$ cat config.mk
export PLATFORM = sky130hd
export DESIGN_NAME = fft_addr_gen
export DESIGN_NICKNAME = d
export VERILOG_FILES = /design/src/rtl/fft_pkg.sv /design/src/rtl/fft_stage_cnt.sv /design/src/rtl/fft_addr_gen.sv
export SDC_FILE = /design/constraint.sdc
export NUM_CORES = 1
export LEC_CHECK = 0
export CAP_MARGIN = 5
export CORE_ASPECT_RATIO = 0.6
export CORE_UTILIZATION = 59
export CTS_BUF_LIST = sky130_fd_sc_hd__clkbuf_2
export DETAILED_ROUTE_END_ITERATION = 10
export PLACE_DENSITY = 0.87
export SLEW_MARGIN = 30
export SYNTH_ARGS = -nofsm -noshare
export SYNTH_HDL_FRONTEND = slang
export SYNTH_SLANG_ARGS = --single-unit
$ cat constraint.sdc
create_clock -name clk -period 8.4 [get_ports clk]
set_clock_uncertainty 0.1 [all_clocks]
set_input_delay 1.26 -clock clk [delete_from_list [all_inputs] [get_ports clk]]
set_output_delay 1.26 -clock clk [all_outputs]
set_load 0.005 [all_outputs]
$ cat src/rtl/fft_pkg.sv
// Shared constants and FSM state type for the radix-2 FFT address generator.
// Default size is a 32-point transform.
package fft_pkg;

  localparam int LOG2N        = 5;
  localparam int N            = 1 << LOG2N;
  localparam int NUM_STAGES   = LOG2N;
  localparam int BF_PER_STAGE = N / 2;

  typedef enum logic [1:0] {
    ST_IDLE = 2'd0,
    ST_RUN  = 2'd1,
    ST_DONE = 2'd2
  } state_e;

endpackage

$ cat src/rtl/fft_stage_cnt.sv
// Modulo-MOD stage counter with enable and synchronous clear.
// Exposes the next value so callers can register data aligned to it.
module fft_stage_cnt #(
  parameter int MOD = 5
) (
  input  logic       clk,
  input  logic       rst_n,
  input  logic       clr,
  input  logic       en,
  output logic [2:0] cnt_q,
  output logic [2:0] cnt_d,
  output logic       wrap
);

  assign wrap = en & (cnt_q == 3'(MOD - 1));

  always_comb begin
    cnt_d = cnt_q;
    if (clr) begin
      cnt_d = 3'd0;
    end else if (en) begin
      cnt_d = wrap ? 3'd0 : cnt_q + 3'd1;
    end
  end

  always_ff @(posedge clk or negedge rst_n) begin
    if (!rst_n) begin
      cnt_q <= 3'd0;
    end else begin
      cnt_q <= cnt_d;
    end
  end

endmodule

$ cat src/rtl/fft_addr_gen.sv
// In-place radix-2 FFT butterfly address and twiddle index generator.
// Outputs are registered from the next-cycle counter values.
module fft_addr_gen #(
  parameter int LOG2N = fft_pkg::LOG2N
) (
  input  logic             clk,
  input  logic             rst_n,
  input  logic             start,
  input  logic             sclr,
  input  logic             bf_ready,
  output logic [LOG2N-1:0] addr_a,
  output logic [LOG2N-1:0] addr_b,
  output logic [LOG2N-2:0] tw_idx,
  output logic [2:0]       stage,
  output logic             valid,
  output logic             stage_done,
  output logic             busy,
  output logic             done
);

  import fft_pkg::*;

  localparam int JW = LOG2N - 1;
  localparam logic [JW-1:0] J_LAST = '1;

  state_e state_q, state_d;

  logic [JW-1:0] j_q, j_d;
  logic [2:0]    s_q, s_d;
  logic          s_wrap;
  logic          acc;
  logic          last_bf;
  logic          s_clr;
  logic          s_en;

  logic [LOG2N-1:0] addr_a_q, addr_a_d;
  logic [LOG2N-1:0] addr_b_q, addr_b_d;
  logic [JW-1:0]    tw_q, tw_d;
  logic [2:0]       stage_q, stage_d;
  logic             valid_q, valid_d;
  logic             sdone_q, sdone_d;
  logic             busy_q, busy_d;
  logic             done_q, done_d;

  logic [LOG2N-1:0] jx;
  logic [LOG2N-1:0] mask;

  assign acc     = valid_q & bf_ready;
  assign last_bf = (j_q == J_LAST);
  assign s_en    = acc & last_bf;
  assign s_clr   = sclr | (state_q != ST_RUN);

  fft_stage_cnt #(
    .MOD (LOG2N)
  ) u_stage_cnt (
    .clk   (clk),
    .rst_n (rst_n),
    .clr   (s_clr),
    .en    (s_en),
    .cnt_q (s_q),
    .cnt_d (s_d),
    .wrap  (s_wrap)
  );

  always_ff @(posedge clk or negedge rst_n) begin
    if (!rst_n) begin
      state_q <= ST_IDLE;
    end else begin
      state_q <= state_d;
    end
  end

  always_comb begin
    state_d = state_q;
    if (sclr) begin
      state_d = ST_IDLE;
    end else begin
      unique case (state_q)
        ST_IDLE: if (start) state_d = ST_RUN;
        ST_RUN:  if (s_wrap) state_d = ST_DONE;
        ST_DONE: state_d = ST_IDLE;
        default: state_d = ST_IDLE;
      endcase
    end
  end

  // j only moves on acceptance; the wrap falls out of the counter width
  always_comb begin
    j_d = j_q;
    if (sclr || state_q != ST_RUN) begin
      j_d = '0;
    end else if (acc) begin
      j_d = j_q + 1'b1;
    end
  end

  always_comb begin
    jx       = {1'b0, j_d};
    mask     = (LOG2N'(1) << s_d) - LOG2N'(1);
    addr_a_d = ((jx >> s_d) << (s_d + 3'd1)) | (jx & mask);
    addr_b_d = addr_a_d | (LOG2N'(1) << s_d);
    tw_d     = (j_d & mask[JW-1:0]) << (3'(JW) - s_d);
    stage_d  = s_d;
    valid_d  = (state_d == ST_RUN);
    busy_d   = (state_d == ST_RUN);
    sdone_d  = !sclr && s_en;
    done_d   = !sclr && (state_q == ST_DONE);
    if (!valid_d) begin
      addr_a_d = '0;
      addr_b_d = '0;
      tw_d     = '0;
      stage_d  = 3'd0;
    end
  end

  always_ff @(posedge clk or negedge rst_n) begin
    if (!rst_n) begin
      j_q      <= '0;
      addr_a_q <= '0;
      addr_b_q <= '0;
      tw_q     <= '0;
      stage_q  <= 3'd0;
      valid_q  <= 1'b0;
      sdone_q  <= 1'b0;
      busy_q   <= 1'b0;
      done_q   <= 1'b0;
    end else begin
      j_q      <= j_d;
      addr_a_q <= addr_a_d;
      addr_b_q <= addr_b_d;
      tw_q     <= tw_d;
      stage_q  <= stage_d;
      valid_q  <= valid_d;
      sdone_q  <= sdone_d;
      busy_q   <= busy_d;
      done_q   <= done_d;
    end
  end

  assign addr_a     = addr_a_q;
  assign addr_b     = addr_b_q;
  assign tw_idx     = tw_q;
  assign stage      = stage_q;
  assign valid      = valid_q;
  assign stage_done = sdone_q;
  assign busy       = busy_q;
  assign done       = done_q;

endmodule

==> metrics.txt, run 1 <==
status finished, final reports clean; diodes inserted 0; WHS 0.409 ns; Lkg Pwr 0.875 nW; Post-Syn Area 1620 um^2; Hold Vio Cnt, Final 0; htree depth 2; die extent in x approximately 70 um; Worst setup EP type register; # setup viols final 0; I/O Pins 26; Pwr Density 131 nW/um^2; Main synth FF type dfrtp_1; HPWL after DPL 2820 um; DRC errors left 0; Syn-to-layout area delta 19.4%; number of global-route vias before repair 1326; die span in y 42.5 um; WP data arrival between 4 and 5 ns; core box area 2560 um^2; CTS resizes 0; DR iter-0 viols 148; Relative slew margins 58.9%; TritonCTS buffer count 5; global-route wire length before repair 6330 um; crit path kind in -> reg; register area share after synthesis 44.9%; unrepaired setup endpoints after global routing no; Worst EP required 8.54 ns; yosys warns 0; pre-CTS setup slack 3.56 ns; GRT Util Overall 28.6%; Max Transition Viols Final 0; layout cells sized above 1 6.74%; Routed WL per cell 17.0 um; clock sink count 29; DRT Wirelength ~3800 um; Synth Register Bits 29; Cells after Synth 166; initial antenna violation count 0; Tmin final between 4 and 5 ns; Cell Rows 14; Worst Max-Slew Pin Slew slightly above 0.6 ns; final setup TNS 0 ns; largest net degree at the start of global routing 30; Yosys cell types 46; Post-Syn Nets 182; Starting Density 63.2%; placed standard-cell area 1870 um^2; First-pass DRT Iterations 4; clk_lat worst skew around 0.35 ns; post-layout util 75.4%; Clock transition at path regs 0.15 ns; Max VDD drop 0.000146 V; post-DR vias/cell 6.23; # hold bufs at CTS 0; period utilization 55.3%; Die Area 2960 um^2; setup ws final 3.75 ns; Fmax 0.215 GHz; Worst Hold Class reg -> reg; EDFF count, synth 0; GP Congestion slightly below 1; syn avg cell area 9.73 um^2; Worst Setup Start Kind input port; Async S/R FF share, synth 100%; max-cap violations 0; CTS tree done; Overflow after GRT 0; Antenna Violating Nets Remaining 0; CTS Root Cell clkbuf_2; Worst Path Max Fanout 8; Max clock buf depth 2; Final Instance Area between 1500 and 2000 um^2; postcts setup bufs 0; # nets final 208; port bufs 25; DR vias between 1000 and 1500
==> flip-flops by register name (all words and copies together) (netlist names), 2 cells and up <==
name,flops
addr_a,5
addr_b,5
j_q,4
tw_idx,4
stage,3
u_stage_cnt.cnt_q,3
state_q,2
==> logic make-up (layout without fill, tap and decap cells) <==
logic type / count (synthesis) / count (layout) / synth area share (%)
flip-flops: 29 / 29 / 44.9
adder cells (fa/ha/maj): 11 / 11 / 8.52
multiplexers: 4 / 4 / 2.63
AO/OA/AOI/OAI: 39 / 39 / 17.5
XOR/XNOR: 4 / 4 / 2.17
AND/OR/NAND/NOR: 62 / 62 / 19.0
buffers and inverters: 17 / 44 / 5.27
==> placed cells by master, fill, tap and decap left out, drive strengths merged, types with 2 or more instances in the layout <==
| master | n |
|---|---|
| xor2 | 3 |
| nand4 | 2 |
| o21ai | 8 |
| ha | 11 |
| inv | 9 |
| o311ai | 4 |
| o211ai | 2 |
| nor3b | 2 |
| clkdlybuf4s50 | 25 |
| nand2b | 3 |
| nor3 | 10 |
| a21oi | 5 |
| and2 | 6 |
| dfrtp | 29 |
| mux2 | 2 |
| nand3 | 4 |
| a31oi | 3 |
| a41o | 2 |
| clkbuf | 6 |
| nor2 | 18 |
| o21a | 2 |
| clkinv | 2 |
| mux2i | 2 |
| nand2 | 12 |
| a211oi | 4 |
==> power breakdown <==
part	switching [mW]	total, mW	internal (mW)
Clock	0.0465	0.0974	0.0509
Sequential	0.00105	0.142	0.141
Combinational	0.00827	0.0134	0.00510
==> final timing paths <==
path	startpoint	endpoint	slack (ns)	cells after the start
setup / recovery	bf_ready	tw_idx[3]$_DFF_PN0_	3.75	12
hold / removal	state_q[0]$_DFF_PN0_	done$_DFF_PN0_	0.41	1
setup reg to reg	u_stage_cnt.cnt_q[0]$_DFF_PN0_	tw_idx[3]$_DFF_PN0_	4.47	13
hold reg to reg	state_q[0]$_DFF_PN0_	done$_DFF_PN0_	0.41	1
max in group asynchronous	rst_n	u_stage_cnt.cnt_q[1]$_DFF_PN0_	6.74	2
min in group asynchronous	rst_n	busy$_DFF_PN0_	1.17	2
==> critical path: stages <==
cell and delay [ns]:
clkdlybuf4s50_1 0.52, nand3_1 0.25, nor3_1 0.43, mux2_2 0.27, nand2_1 0.16, clkinv_1 0.23, ha_1 0.23, nand2_1 0.07
ha_1 0.30, nor3_1 0.53, mux2i_1 0.19, a211oi_1 0.34
==> cell type report <==
type                    count  area [um^2]
multi-input cells         120          805
flip-flops and latches     29          726
fillers                   185          628
repair buffers             26          258
well taps                  32         40.0
inverters                  10         37.5
clock inverters             2         33.8
clock buffers               6         30.0
==> metal layers <==
| metal | wire (um) | vias up | part of all wire (%) | GRT usage [%] |
|---|---|---|---|---|
| li1 | - | 646 | - | - |
| met1 | 1700 | 673 | 44 | 37.8 |
| met2 | 1670 | 72 | 44 | 42.7 |
| met3 | 397 | 10 | 10 | 11.1 |
| met4 | 59 | 0 | 1.5 | 10.6 |
| met5 | 0 | - | 0 | 0 |
==> cells in the mapped netlist (2+ instances only) <==
library cell | count | area share [%]
nand2b_1 | 3 | 1.2
o21ai_0 | 8 | 2.5
buf_6 | 2 | 1.4
inv_1 | 9 | 2.1
a211oi_1 | 4 | 1.9
o311ai_0 | 3 | 1.6
nor3_1 | 10 | 3.1
mux2_2 | 2 | 1.4
mux2i_1 | 2 | 1.2
and2_1 | 5 | 1.9
clkbuf_1 | 2 | 0.46
a31oi_1 | 3 | 1.2
nor2_1 | 18 | 4.2
nand3_1 | 4 | 1.2
o21a_1 | 2 | 0.93
nand2_1 | 11 | 2.6
a21oi_1 | 5 | 1.5
a41o_1 | 2 | 1.2
nor3b_1 | 2 | 0.93
nand4_1 | 2 | 0.77
dfrtp_1 | 29 | 45
ha_1 | 11 | 8.5
xor2_1 | 3 | 1.6
o211ai_1 | 2 | 0.93
==> through the flow <==
step | total power [mW] | cells
final | 0.253 | 225
after floorplan | 0.150 | 166
after detailed placement | 0.158 | 217
after CTS | 0.255 | 225
after global placement | 0.157 | 217
after global routing | 0.261 | 225
Power figures use the tool's default switching activity.
==> inputs of run 2 (changes only) <==
CORE_UTILIZATION = 55   (was 59)
PLACE_DENSITY = 0.82   (was 0.87)
clock period = 4.6 ns   (was 8.4 ns; I/O delays follow)
==> run 2 against run 1 <==
  * Combinational power rose by 85%
  * Hold slack improved by 0.019 ns
  * Non-clock buffer count rose by 2
  * Critical path depth rose by 1
  * First-iteration DRC count rose by 2.7%
==> metrics.txt, run 2 (same netlist as run 1, synthesis figures left out) <==
Cell Rows 14; # setup viols final 0; commonest non-fill, non-tap cell in the layout dfrtp_1; Die Area between 3000 and 4000 um^2; hold_sp state_q[0]$_DFF_PN0_; global-route wire length before repair 6110 um; Critical Path, Cell by Cell clkdlybuf4s50_1 -> and3_1 -> nand2_2 -> mux2_2 -> nand2_1 -> clkinv_1 -> ha_1 -> ha_1 -> nor2b_1 -> and2_4 -> a41o_1 -> a41o_1 -> o21a_1; WHS 0.428 ns; Worst Path Max Fanout 10; worst r2r dst addr_b[3]$_DFF_PN0_; initial antenna violation count 0; Worst setup EP type register; number of global-route vias before repair around 1300; clock sink count 29; postcts setup bufs 0; Syn-to-layout area delta 19.4%; die span in y 44.0 um; unrepaired setup endpoints after global routing no; Clock transition at path regs 0.14 ns; layout cells sized above 1 7.18%; Max clock buf depth 2; period utilization 84.9%; Worst EP required 4.74 ns; diodes inserted 0; DR vias around 1400; fillers around 190; CTS Root Cell clkbuf_2; GP Congestion 1.01; Tmin final between 3 and 4 ns; Final Instance Area 1930 um^2; Hold Vio Cnt, Final 0; Routed WL per cell 15.9 um; Relative slew margins 50.1%; DRT Wirelength 3740 um; final setup TNS 0 ns; placed standard-cell area 1890 um^2; CTS resizes 0; crit path kind in -> reg; Overflow after GRT 0; # nets final 210; TritonCTS buffer count 5; Worst Hold Depth 1; Starting Density between 60% and 70%; slowest stage delay, CP 0.51 ns; GRT Util Overall 26.5%; First-pass DRT Iterations 5; Worst Hold Class reg -> reg; CP max-delay cell clkdlybuf4s50_1; max-cap violations 0; Worst Max-Slew Pin Slew 0.747 ns; core box area 2650 um^2; port bufs 25; HPWL after DPL 2870 um; CTS tree done; clk_lat worst skew 0.35 ns; Hold Path End done$_DFF_PN0_; Antenna Violating Nets Remaining 0; htree depth 2; WP data arrival ~4 ns; Lkg Pwr 0.872 nW; DRC errors left 0; largest net degree at the start of global routing 17; most frequent cells in the layout dfrtp_1 (29), clkdlybuf4s50_1 (25), nor2_1 (18), nand2_1 (11), ha_1 (11); die extent in x 72.0 um; Pwr Density approximately 210 nW/um^2; Max VDD drop 0.000145 V; Critical R2R Launch u_stage_cnt.cnt_q[0]$_DFF_PN0_; Max Transition Viols Final 0; setup ws final approximately 0.70 ns; worst reg2reg path depth 14; post-DR vias/cell between 5 and 6; pre-CTS setup slack 0.365 ns; I/O Pins 26; status finished, final reports clean; post-layout util between 70 and 80%; setup slack, reg-to-reg 0.80 ns; DR iter-0 viols between 150 and 200; # hold bufs at CTS 0; Fmax 0.256 GHz; Worst Setup Start Kind input port
[run 2: cell count changes in the layout (fill, tap and decap cells not counted)]
| cell | delta |
|---|---|
| bufinv_16 | -1 |
| clkbuf_2 | -1 |
| buf_4 | +2 |
| clkinv_1 | +1 |
| clkinv_2 | +1 |
[run 2: where the power goes]
group	switching [mW]	leakage (nW)	total (mW)	internal, mW
Sequential	0.00211	0.401	0.259	0.257
Clock	0.0849	0.0278	0.118	0.0332
Combinational	0.0149	0.444	0.0248	0.00986
Total	0.102	0.872	0.402	0.300
[run 2: per-layer routing]
layer | share of wire [%] | up-vias | global-route usage, %
met4 | 1.7 | 0 | 10.2
met5 | 0 | - | 0
met3 | 10 | 12 | 9.07
met2 | 43 | 93 | 39.6
li1 | - | 650 | -
met1 | 46 | 621 | 36.0
[run 2: how the worst max path moves through the flow]
stage	startpoint	to	slack, ns	depth (start not counted)
2_1_floorplan	bf_ready	addr_b[3]$_DFF_PN0_	1.21	12
3_3_place_gp	bf_ready	addr_b[3]$_DFF_PN0_	0.57	13
4_1_cts	bf_ready	addr_b[3]$_DFF_PN0_	0.75	13
6_report	bf_ready	addr_b[3]$_DFF_PN0_	0.70	13
3_5_place_dp	bf_ready	addr_b[3]$_DFF_PN0_	0.36	13
5_1_grt	bf_ready	tw_idx[3]$_DFF_PN0_	0.62	11
[run 2: area by class of cell]
class	instances	area, um^2	share of cell area [%]
inverter	10	37.5	1.95
multi-input combinational	120	805	41.7
sequential	29	726	37.6
clock inverter	3	12.5	0.649
tap	40	50.0	2.60
timing repair buffer	28	273	14.1
clock buffer	5	25.0	1.30
[run 2: critical path: cells and delay by family]
family	cells	cell delay [ns]
multiplexers	1	0.33
AND/OR/NAND/NOR	5	0.98
adder cells (fa/ha/maj)	2	0.62
AO/OA/AOI/OAI	3	0.63
buffers and inverters	2	0.78
[run 2: stage by stage]
step	total power [mW]	instances
after floorplan	0.274	166
after global placement	0.287	227
after detailed placement	0.289	227
after CTS	0.406	235
after global routing	0.423	235
final	0.402	235
==> inputs of run 3 (changes only) <==
clock period = 4 ns   (was 4.6 ns; I/O delays follow)
==> run 3 against run 2 <==
  * First-iteration DRC count up 7.2%
  * Hold slack got worse by 0.030 ns
  * Sequential share of layout area down 0.62 points
  * Global-route usage is 2.2 points higher
  * Via count increased by 6.4%
  * Clock power increased by 19%
  * Count of clock-buffer cells in the layout grew 3
  * Register-to-register slack got worse by 0.51 ns
  * Critical path depth shrank 2
  * Highest routed layer unchanged
  * Total power grew 16%
==> metrics.txt, run 3 (same netlist as run 1, synthesis figures left out) <==
CTS Root Cell clkbuf_2; Worst Path Buf+Inv 2; postcts setup bufs 0; global-route wire length before repair between 6000 and 7000 um; core box area 2650 um^2; DR iter-0 viols roughly 160; DRT Wirelength 4050 um; Overflow after GRT 0; DRC errors left 0; HPWL after DPL just over 3000 um; largest net degree at the start of global routing 30; crit path kind in -> reg; DR vias 1464; Starting Density 61.1%; TritonCTS buffer count 5; most frequent cells in the layout dfrtp_1 (29), clkdlybuf4s50_1 (25), nor2_1 (18), nand2_1 (11), ha_1 (11); Worst EP required 4.15 ns; GR Util met1 40.0%; # nets final roughly 210; max-cap violations 0; Worst Hold Class reg -> reg; # setup viols final 0; initial antenna violation count 0; # hold bufs at CTS 0; total power approximately 0.47 mW; Fmax 0.270 GHz; Die Area 3170 um^2; Pwr Density between 200 and 250 nW/um^2; Critical Path, Cell by Cell clkdlybuf4s50_1 -> nand3_1 -> o311ai_0 -> o31a_1 -> ha_1 -> inv_1 -> ha_1 -> xor2_1 -> nor3_1 -> a211oi_1 -> a211oi_1; global route hottest layer met2; Worst Max-Slew Pin Slew 0.607 ns; Relative slew margins between 50% and 60%; First-pass DRT Iterations 4; met2 Use GR ~44%; WP data arrival 3.86 ns; Worst Path Max Fanout 7; post-DR vias/cell 6.13; number of global-route vias before repair 1386; die extent in x 72.0 um; Max clock buf depth 2; GRT Util Overall 28.6%; status finished, final reports clean; Antenna Violating Nets Remaining 0; CTS resizes 0; CP top delay family compound AO/OA/AOI/OAI gates; clk_lat worst skew 0.34 ns; post-layout util around 74%; htree depth 2; Routed WL per cell ~17 um; CTS tree done; diodes inserted 0; final setup TNS 0 ns; WHS 0.398 ns; Syn-to-layout area delta 21.4%; Cell Rows 14; slowest stage delay, CP 0.61 ns; GP Congestion 1.04; M3 GR Usage 7.67%; Hold Vio Cnt, Final 0; I/O Pins 26; Clock transition at path regs 0.14 ns; unrepaired setup endpoints after global routing no; Tmin final about 3.7 ns; commonest non-fill, non-tap cell in the layout dfrtp_1; period utilization 92.7%; CP max-delay cell o311ai_0; Max Transition Viols Final 0; Worst Setup Start Kind input port; die span in y 44.0 um; Lkg Pwr approximately 0.90 nW; port bufs 25; Worst setup EP type register; clock sink count 29; Max VDD drop around 0.00017 V; layout cells sized above 1 between 10% and 20%
run 3: cell count changes in the layout (fill, tap and decap cells not counted):
cell / before / now
clkbuf_2: 5 / 8
clkinv_1: 3 / 1
buf_4: 3 / 7
clkinv_2: 1 / 0
run 3: path summary, 6_finish.rpt:
path | to | startpoint | slack, ns | depth (start not counted)
max reg2reg | addr_b[3]$_DFF_PN0_ | u_stage_cnt.cnt_q[0]$_DFF_PN0_ | 0.29 | 14
max in group asynchronous | j_q[1]$_DFF_PN0_ | rst_n | 3.01 | 2
min in group asynchronous | done$_DFF_PN0_ | rst_n | 0.52 | 2
max | tw_idx[3]$_DFF_PN0_ | bf_ready | 0.29 | 11
min | done$_DFF_PN0_ | state_q[0]$_DFF_PN0_ | 0.40 | 1
min reg2reg | done$_DFF_PN0_ | state_q[0]$_DFF_PN0_ | 0.40 | 1
run 3: power by group:
| part | switching, mW | internal [mW] |
|---|---|---|
| registers | 0.00241 | 0.295 |
| clock network | 0.0897 | 0.0517 |
| logic | 0.0173 | 0.0114 |
run 3: cell type report:
class,count,area [um^2]
multi-input cells,120,805
repair buffers,32,303
inverters,10,37.5
fillers,179,684
clock buffers,8,40.0
flip-flops and latches,29,726
well taps,40,50.0
run 3: routing by layer:
metal	up-vias	share of wire, %
met4	0	1.7
met5	-	0
met2	113	43
met1	683	45
li1	654	-
met3	14	11
run 3: stage by stage:
| step | cells | setup WS (ns) | instance area, um^2 |
|---|---|---|---|
| CTS | 239 | 0.422 | 1960 |
| floorplan | 166 | 0.689 | 1620 |
| finish | 239 | 0.292 | 1960 |
| global placement | 231 | 0.245 | 1920 |
| detailed placement | 231 | 0.0766 | 1920 |
| global route | 239 | 0.189 | 1960 |
